**config.mk**
```make
export PLATFORM = sky130hd
export DESIGN_NAME = alu_result_writer
export DESIGN_NICKNAME = d
export VERILOG_FILES = /design/src/rtl/alu_result_writer.sv
export SDC_FILE = /design/constraint.sdc
export NUM_CORES = 1
export LEC_CHECK = 0
export CAP_MARGIN = 30
export CORE_MARGIN = 2
export CORE_UTILIZATION = 40
export CTS_CLUSTER_DIAMETER = 120
export DETAILED_ROUTE_END_ITERATION = 6
export GPL_TIMING_DRIVEN = 0
export PLACE_DENSITY = 0.69
export SLEW_MARGIN = 20
export SYNTH_ARGS = -nofsm -noshare
export SYNTH_HDL_FRONTEND = slang
export SYNTH_SLANG_ARGS = --single-unit
```
**constraint.sdc**
```tcl
create_clock -name clk -period 1.74 [get_ports clk]
set_input_delay 0.174 -clock clk [delete_from_list [all_inputs] [get_ports clk]]
set_output_delay 0.174 -clock clk [all_outputs]
set_load 0.05 [all_outputs]
```
**src/rtl/alu_result_writer.sv**
```systemverilog
// Streams a captured 5x5 int8 result matrix into memory one element per write/ack handshake.
// Optional status byte after the matrix: define WRITER_STATUS_WORD_EN.
module alu_result_writer #(
    parameter int unsigned ELEM_W = 8,
    parameter int unsigned N_ELEM = 25,
    parameter int unsigned ADDR_W = 8
) (
    input  logic                       clk,
    input  logic                       rst_n,
    input  logic                       start,
    input  logic [ADDR_W-1:0]          base_addr,
    input  logic [ELEM_W*N_ELEM-1:0]   C_flat,
    input  logic                       ovf_in,
    output logic                       mem_we,
    output logic [ADDR_W-1:0]          mem_addr,
    output logic [ELEM_W-1:0]          mem_wdata,
    input  logic                       mem_ack,
    output logic                       busy,
    output logic                       done,
    output logic                       ovf_out
);

    localparam int unsigned CNT_W = $clog2(N_ELEM + 1);
    localparam logic [CNT_W-1:0] LAST_CNT = CNT_W'(N_ELEM - 1);

`ifdef WRITER_STATUS_WORD_EN
    typedef enum logic [1:0] {StIdle, StWrite, StStatus, StDone} state_e;
`else
    typedef enum logic [1:0] {StIdle, StWrite, StDone} state_e;
`endif

    state_e                    state_q, state_d;
    logic [CNT_W-1:0]          cnt_q, cnt_d;
    logic [ADDR_W-1:0]         addr_q, addr_d;
    logic [ELEM_W*N_ELEM-1:0]  data_q, data_d;
    logic                      ovf_q, ovf_d;

    always_ff @(posedge clk or negedge rst_n) begin
        if (!rst_n) begin
            state_q <= StIdle;
            cnt_q   <= '0;
            addr_q  <= '0;
            data_q  <= '0;
            ovf_q   <= 1'b0;
        end else begin
            state_q <= state_d;
            cnt_q   <= cnt_d;
            addr_q  <= addr_d;
            data_q  <= data_d;
            ovf_q   <= ovf_d;
        end
    end

    // The capture register shifts down on every accept, so element cnt is always in the low byte.
    always_comb begin
        state_d = state_q;
        cnt_d   = cnt_q;
        addr_d  = addr_q;
        data_d  = data_q;
        ovf_d   = ovf_q;
        unique case (state_q)
            StIdle: begin
                if (start) begin
                    data_d  = C_flat;
                    ovf_d   = ovf_in;
                    addr_d  = base_addr;
                    cnt_d   = '0;
                    state_d = StWrite;
                end
            end
            StWrite: begin
                if (mem_ack) begin
                    cnt_d  = cnt_q + 1'b1;
                    addr_d = addr_q + 1'b1;
                    data_d = data_q >> ELEM_W;
                    if (cnt_q == LAST_CNT) begin
`ifdef WRITER_STATUS_WORD_EN
                        state_d = StStatus;
`else
                        state_d = StDone;
`endif
                    end
                end
            end
`ifdef WRITER_STATUS_WORD_EN
            StStatus: begin
                if (mem_ack) begin
                    state_d = StDone;
                end
            end
`endif
            StDone: begin
                state_d = StIdle;
            end
            default: begin
                state_d = StIdle;
            end
        endcase
    end

    always_comb begin
        mem_we    = (state_q == StWrite);
        mem_addr  = addr_q;
        mem_wdata = data_q[ELEM_W-1:0];
`ifdef WRITER_STATUS_WORD_EN
        if (state_q == StStatus) begin
            mem_we    = 1'b1;
            mem_wdata = {{(ELEM_W-1){1'b0}}, ovf_q};
        end
`endif
        busy    = mem_we;
        done    = (state_q == StDone);
        // Hidden while a write is in flight: the register already holds the new capture.
        ovf_out = ovf_q & ~busy;
    end

endmodule

```
* After elaboration in Yosys (flattened, before gate mapping) *
Cells that the tools add are included.

storage, ports and cells
  register bits after elaboration = 216
  input port bits = 213
  ROM bits = 0
  memories kept = 0
  output and inout port bits = 20
  logic and storage cells = 33
  bits in latches = 0
  memory bits (writable) = 0

operators by class
  div/mod/pow operators = 0
  bitwise operators = 2
  order comparisons = 0
  muxes and demuxes = 13
  shifts and indexed selects = 0
  eq/ne operators = 6
  add/sub/neg operators = 2
  reductions and logical operators = 5
  multipliers = 0

operators by type and width
  operator             count
  $mux 200             2
  $pmux 200 s2         1
  $mux 8               2
  $pmux 8 s2           1
  $mux 5               2
  $pmux 5 s2           1
  $add 8x1->8 const B  1
  $mux 2               3
  $reduce_and 3->1     2
  $add 5x1->5 const B  1
  $eq 5x5->1 const B   1
  $ne 2x2->1 const B   2
  $pmux 2 s2           1
  $eq 2x1->1 const B   1
  $eq 2x2->1 const B   1
  $logic_not 2->1      1
  $ne 2x1->1 const B   1
  $reduce_and 2->1     1
  $reduce_bool 2->1    1
  $and 1x1->1          1
  $not 1->1            1

* Longest topological paths before layout *
Gate-level depths: netlist (run 1).

  depth in word-level cells = 4
  gate-level depth with buffers = 9
  gate-level depth less buffers = 5

* Least setup slack after synthesis (run 1) *
Ideal clock, no wire load.

  path kind = reg-to-output
  start point = register state_q[1]
  end point = output port mem_we
  path slack = -113 ps
  data required time = 1,566 ps
  cell stages (with the launch flop) = 5
  arrival = 1,679 ps
  buffers on the path = 2
  cells stage by stage = dfrtp_1 -> nand2b_1 -> inv_1 -> clkbuf_1 -> buf_4

between the ends
  longest elaborated chain between the ends = 1

RTL lines
  what                      line  text
  start: declaration        32    state_e state_q, state_d;
  start signal: assignment  40    state_q <= StIdle;
  start signal: assignment  46    state_q <= state_d;
  $eq 2x1->1                102   mem_we = (state_q == StWrite);
  end: declaration          14    output logic mem_we,

No other way between the ends.

* Worst setup path after layout (run 1) *
  start point = register state_q[1]
  end point = output port ovf_out

between the ends
  longest elaborated chain between the ends = 3

RTL lines
  what              line  text
  $eq 2x1->1        102
  $not 1->1         114   ovf_out = ovf_q & ~busy;
  $and 1x1->1       114
  end: declaration  20    output logic ovf_out

No other way between the ends.

==> results.sh, run 1 <==
export IMPL_grt_usage_pct=23.2
export IMPL_dieArea_um2=26400
export IMPL_power_leakage_nw=6.50
export IMPL_met1_usage_pct=31.0
export IMPL_clock_root_buffer="clkbuf_16"
export IMPL_syn_num_nets=1385
export IMPL_rows=57
export IMPL_wl_per_cell_um=18.1
export IMPL_grt_remaining_overflow=0
export IMPL_ant_nets=0
export IMPL_hp_class="in2async"
export IMPL_final_cell_mix="394 x nand2_1, 214 x dfrtp_1, 211 x clkdlybuf4s50_1"
export IMPL_crit_required_ns=1.57
export IMPL_rsz0062_at_grt="true"
export IMPL_finalHoldViolations=0
export IMPL_hpwlAfterDp_um=21600
export IMPL_slew_headroom_pct=60.8
export IMPL_yosys_area_top_type_share_pct=53.9
export IMPL_arrival_ns=1.65
export IMPL_synth_warning_count=0
export IMPL_port_buffers=232
export IMPL_r2r_slack_ns=-0.08
export IMPL_max_cap_violations=0
export IMPL_synth_xor_xnor_area_share_pct=0.262
export IMPL_cts_buffers=24
export IMPL_cts_num_sinks=216
export IMPL_wirelength_um=32800
export IMPL_timing_max_transition_violations_final=0
export IMPL_worst_slack_ns=-0.0837
export IMPL_critPathKind="reg2out"
export IMPL_critPathCaptureType="output pin"
export IMPL_fp_dieW_um=162
export IMPL_synth_top_area_cell="dfrtp_1"
export IMPL_violations="setup timing"
export IMPL_synthTopCellsByArea="dfrtp_1 54%, nand2_1 15%, a31oi_1 12%"
export IMPL_power_frac_seq_pct=33.5
export IMPL_p_int_mw=16.3
export IMPL_ys_ff_latch=216
export IMPL_clockBufferDepth=3
export IMPL_pwr_share_comb_pct=47.6
export IMPL_finalSetupViolCount=167
export IMPL_layout_drive_gt1_share_pct=23.8
export IMPL_synth_enable_flop_cells=0
export IMPL_worst_skew_pair_late_latency_ns=0.51
export IMPL_grt_pass1_wl_um=49000
export IMPL_clock_fmax_ghz=0.548
export IMPL_ys_flop_type="dfrtp_1"
export IMPL_grt_max_degree=99
export IMPL_p_total_mw=27.1
export IMPL_pin_count=233
export IMPL_clkPwrFrac_pct=18.9
export IMPL_swShare_pct=40.0
export IMPL_antenna_found_initial=10
export IMPL_grt_pass1_vias=9451
export IMPL_final_common_cell="nand2_1"
export IMPL_synthCells=1169
export IMPL_synth_compound_area_share_pct=14.3
export IMPL_final_core_util_pct=64.1
export IMPL_crit_fanout=4
export IMPL_start_kind="flop"
export IMPL_busiest_layer="met2"
export IMPL_via_count=9586
export IMPL_stdcell_count=1817
export IMPL_grt_use_met3_pct=5.65
export IMPL_irDropWorstVdd_mv=0.912
export IMPL_clkSlewWorstSetupHoldPaths_ns=0.06
export IMPL_tightestPinTransition_ns=0.590
export IMPL_h_tree_depth=1
export IMPL_initial_utilization_pct=41.0
export IMPL_drtPass1Iterations=5
export IMPL_die_height_um=162
export IMPL_min_period_over_period_pct=105
export IMPL_synth_seq_area_share_pct=53.9
export IMPL_synth_area_um2=10000
export IMPL_p_sw_mw=10.9
export IMPL_fillers=1894
export IMPL_yosys_area_share_simple_pct=23.4
export IMPL_min_period_ns=1.82
export IMPL_dp_cells=1727
export IMPL_avgSynthCellArea_um2=8.58
export IMPL_final_nets=1686
export IMPL_synth_mux_area_fraction_pct=0.424
export IMPL_powerDensity_nw_per_um2=1730
export IMPL_drc=0
export IMPL_grt_use_met2_pct=37.5
export IMPL_drt_initial_drc_count=679
export IMPL_synth_distinct_cells=34
export IMPL_synth_fa_ha_area_share_pct=0.374
export IMPL_skew_ns=0.00937
export IMPL_area_growth_pct=56.4
export IMPL_status="complete, but fails checks"
export IMPL_synth_top_family_by_area="simple AND/OR/NAND/NOR gates"
export IMPL_vias_per_cell=5.28
export IMPL_cts_tree="done"
export IMPL_ys_async_sr_fraction_pct=100
export IMPL_coreArea_um2=24500
export IMPL_gp_congestion=0.833
==> state kept, by name, summed over array words and instances, names as in the netlist <==
signal,cells
data_q,200
mem_addr,8
cnt_q,5
state_q,2
ovf_q,1
==> kinds of logic after synthesis <==
kind of cell | after synthesis
and+or+nand+nor | 611
AOI/OAI and AO/OA | 227
DFF | 216
buffers and inverters | 105
muxes | 4
xor gates and xnor gates | 3
adders and majority gates | 3
==> per-stage QoR <==
stage                     instance area, um2  hold slack [ns]  worst slack, ns  TNS [ns]
after detailed placement               12800           0.0343            -1.11    -77.83
final                                  15700           0.0935          -0.0837     -5.88
after CTS                              14600           0.0884           -0.197     -4.99
after global placement                 12800            0.484            -8.76  -1963.95
after floorplan                        10000           -0.122           0.0647         0
after global routing                   15700            0.109           -0.132    -17.45
==> path summary, 6_finish.rpt <==
path                        startpoint           to  cells past startpoint
setup / recovery            state_q[1]      ovf_out                      5
hold / removal                   rst_n  data_q[124]                      2
setup reg to reg            state_q[1]  data_q[138]                      9
hold reg to reg            data_q[198]  data_q[198]                      1
max in group asynchronous        rst_n   state_q[1]                      3
min in group clk           C_flat[140]  data_q[140]                      3
==> cell usage after synthesis, types with 3 or more instances <==
cell        n
clkbuf_1   47
a31oi_1   193
a22o_1      9
inv_1       4
dfrtp_1   216
nand2_1   394
a21oi_1    11
ha_1        3
buf_4      11
buf_6      40
xor2_1      3
o22ai_1     3
o21ai_0     6
nor2_1    203
==> worst max-delay path: stages, from the launching register on <==
cell and delay, ns:
dfrtp_2 0.43, nand2b_4 0.18, buf_8 0.13, buf_8 0.11, and2_4 0.13, buf_8 0.14
==> metal layers <==
metal,wire length (um),vias up,share of wire [%]
met5,27,-,0.082
met4,866,4,2.6
met3,2320,64,7.1
met2,15900,301,48
met1,13700,4680,42
li1,-,4537,-
==> timing repair <==
action / in CTS / in global routing
hold buffers: 1 / 0
cloned: 12 / 9
endpoints found under the hold margin: 216 / 0
pin swaps: 11 / 7
setup buffers: 18 / 9
setup endpoints to repair: 230 / 219
resized for setup: 192 / 227
==> power groups by stage <==
stage | clock network [mW] | registers [mW] | logic, mW
6_report | 5.13 | 9.08 | 12.9
5_1_grt | 5.40 | 9.30 | 14.0
4_1_cts | 5.18 | 8.79 | 10.9
3_5_place_dp | 0 | 8.69 | 9.44
3_3_place_gp | 0 | 8.64 | 9.24
2_1_floorplan | 0 | 8.57 | 6.45
==> layout make-up <==
type	count	area, um2	area share (%)
timing repair buffer	280	3130	20.0
clock buffer	32	692	4.41
tap	324	405	2.58
clock inverter	9	103	0.654
sequential	216	5410	34.5
inverter	4	17.5	0.112
multi-input combinational	848	4930	31.4
antenna	8	20.0	0.128
buffer	96	978	6.24
No activity file was read; power rests on OpenSTA's default activity.
==> run 2: changes to the inputs <==
--- a/config.mk
+++ b/config.mk
@@ -7,11 +7,11 @@
 export LEC_CHECK = 0
 export CAP_MARGIN = 30
 export CORE_MARGIN = 2
-export CORE_UTILIZATION = 40
+export CORE_UTILIZATION = 54
 export CTS_CLUSTER_DIAMETER = 120
 export DETAILED_ROUTE_END_ITERATION = 6
 export GPL_TIMING_DRIVEN = 0
-export PLACE_DENSITY = 0.69
+export PLACE_DENSITY = 0.85
 export SLEW_MARGIN = 20
 export SYNTH_ARGS = -nofsm -noshare
 export SYNTH_HDL_FRONTEND = slang
==> constraint.sdc (replaced) <==
create_clock -name clk -period 2.3 [get_ports clk]
set_input_delay 0.23 -clock clk [delete_from_list [all_inputs] [get_ports clk]]
set_output_delay 0.23 -clock clk [all_outputs]
set_load 0.05 [all_outputs]
==> run 2 against run 1 <==
- the run now ends clean
- clock power down 22%
- combinational power down 44%
- clock skew up 0.0042 ns
- utilization up 11 points
- register-to-register slack better by 0.32 ns
- hold slack better by 0.14 ns
- critical path type unchanged
- critical endpoint unchanged
- largest cell class unchanged
- highest routed layer is now met4
==> results.sh, run 2 (synthesis results as in run 1) <==
export IMPL_status="finished, final reports clean"
export IMPL_critPathKind="reg2out"
export IMPL_max_cap_violations=0
export IMPL_cts_num_sinks=216
export IMPL_gp_congestion=0.880
export IMPL_cts_buffers=23
export IMPL_drc=0
export IMPL_clock_root_buffer="clkbuf_16"
export IMPL_p_total_mw=17.8
export IMPL_p_int_mw=10.9
export IMPL_slew_headroom_pct=60.1
export IMPL_grt_remaining_overflow=0
export IMPL_clkPwrFrac_pct=22.3
export IMPL_final_cell_mix="394 x nand2_1, 227 x clkdlybuf4s50_1, 216 x dfrtp_1"
export IMPL_rsz0062_at_grt="false"
export IMPL_initial_utilization_pct=55.4
export IMPL_start_kind="flop"
export IMPL_min_period_ns=2.18
export IMPL_fillers=1308
export IMPL_grt_pass1_wl_um=47700
export IMPL_swShare_pct=38.9
export IMPL_pin_count=233
export IMPL_wirelength_um=29600
export IMPL_grt_usage_pct=30.1
export IMPL_rows=49
export IMPL_whs_ns=0.235
export IMPL_final_nets=1644
export IMPL_timing_max_transition_violations_final=0
export IMPL_power_leakage_nw=5.90
export IMPL_crit_fanout=19
export IMPL_tns_ns=0
export IMPL_pwr_share_comb_pct=40.7
export IMPL_powerDensity_nw_per_um2=1320
export IMPL_via_count=9528
export IMPL_final_core_util_pct=74.8
export IMPL_port_buffers=232
export IMPL_cts_setup_buffers=0
export IMPL_antenna_found_initial=4
export IMPL_grt_max_degree=87
export IMPL_wl_per_cell_um=17.7
export IMPL_tightestPinTransition_ns=0.596
export IMPL_layout_drive_gt1_share_pct=7.48
export IMPL_regMostFlops="data_q"
export IMPL_drtPass1Iterations=5
export IMPL_final_common_cell="nand2_1"
export IMPL_die_height_um=140
export IMPL_p_sw_mw=6.94
export IMPL_crit_required_ns=2.07
export IMPL_finalHoldViolations=0
export IMPL_clock_fmax_ghz=0.459
export IMPL_vias_per_cell=5.68
export IMPL_skew_ns=0.0135
export IMPL_worst_skew_pair_late_latency_ns=0.51
export IMPL_dieArea_um2=19700
export IMPL_fp_dieW_um=140
export IMPL_drt_initial_drc_count=780
export IMPL_area_growth_pct=35.0
export IMPL_cts_tree="done"
export IMPL_min_period_over_period_pct=94.7
export IMPL_power_frac_seq_pct=37.0
export IMPL_arrival_ns=1.95
export IMPL_grt_pass1_vias=9518
export IMPL_largest_reg_flops=200
export IMPL_clockBufferDepth=3
export IMPL_critPathCaptureType="output pin"
export IMPL_finalSetupViolCount=0
export IMPL_h_tree_depth=1
export IMPL_hp_class="in2async"
export IMPL_ant_nets=0
export IMPL_irDropWorstVdd_mv=0.896
export IMPL_coreArea_um2=18100
export IMPL_clkSlewWorstSetupHoldPaths_ns=0.06
export IMPL_hpwlAfterDp_um=21200
-- run 2: worst max-delay path, stage by stage (launching register included) --
cell	delay, ns
dfrtp_1	0.48
nand2b_1	0.22
buf_6	0.23
and2_1	0.16
clkdlybuf4s15_2	0.37
-- run 2: power by group through the flow --
stage / clock [mW] / sequential (mW) / combinational, mW
finish: 3.98 / 6.59 / 7.25
global route: 4.16 / 6.75 / 8.03
CTS: 4.00 / 6.56 / 7.21
detailed placement: 0 / 6.59 / 7.12
global placement: 0 / 6.54 / 6.85
floorplan: 0 / 6.48 / 4.88
-- run 2: what timing repair did --
item / in CTS / in global routing
endpoints found under the hold margin: 52 / 0
endpoints found under the setup margin: 3 / 27
resized for setup: 13 / 14
hold buffers: 1 / 0
-- run 2: worst paths after layout --
path | start | endpoint | slack (ns) | cells after the start
max | state_q[1] | ovf_out | 0.12 | 4
min | rst_n | data_q[7] | 0.24 | 2
max reg2reg | state_q[0] | data_q[12] | 0.24 | 7
min reg2reg | data_q[198] | data_q[198] | 0.50 | 1
max in group asynchronous | rst_n | data_q[74] | 1.30 | 3
min in group clk | C_flat[185] | data_q[185] | 0.29 | 3
-- run 2: area by class of cell --
type                    instances  area, um2  area share [%]
well taps                     229        287            2.12
inverters                       4       15.0           0.111
flip-flops and latches        216       5410            39.9
multi-input cells             848       3880            28.7
clock buffers                  28        614            4.54
plain buffers                 100        737            5.44
diodes                          3       7.51          0.0555
clock inverters                13        194            1.43
repair buffers                235       2390            17.7
-- run 2: layer usage --
| metal | up-vias | GRT usage (%) | wire (um) |
|---|---|---|---|
| met2 | 440 | 49.2 | 14300 |
| li1 | 4437 | - | - |
| met1 | 4578 | 40.1 | 11800 |
| met5 | - | 0 | 0 |
| met3 | 73 | 5.85 | 2470 |
| met4 | 0 | 11.5 | 1040 |
-- run 2: per-stage QoR --
step | setup slack (ns) | cells | cell area, um2
after floorplan | 0.391 | 1169 | 10000
after global placement | -7.95 | 1630 | 12600
after detailed placement | -0.507 | 1632 | 12700
after CTS | 0.00709 | 1673 | 13500
after global routing | 0.0545 | 1676 | 13500
final | 0.121 | 1676 | 13500
==> run 3: changes to the inputs <==
--- a/config.mk
+++ b/config.mk
@@ -5,7 +5,7 @@
 export SDC_FILE = /design/constraint.sdc
 export NUM_CORES = 1
 export LEC_CHECK = 0
-export CAP_MARGIN = 30
+export CAP_MARGIN = 0
 export CORE_MARGIN = 2
 export CORE_UTILIZATION = 54
 export CTS_CLUSTER_DIAMETER = 120
==> results of run 3 <==
Same layout as run 2: the final DEF is identical, and so are final timing and power.
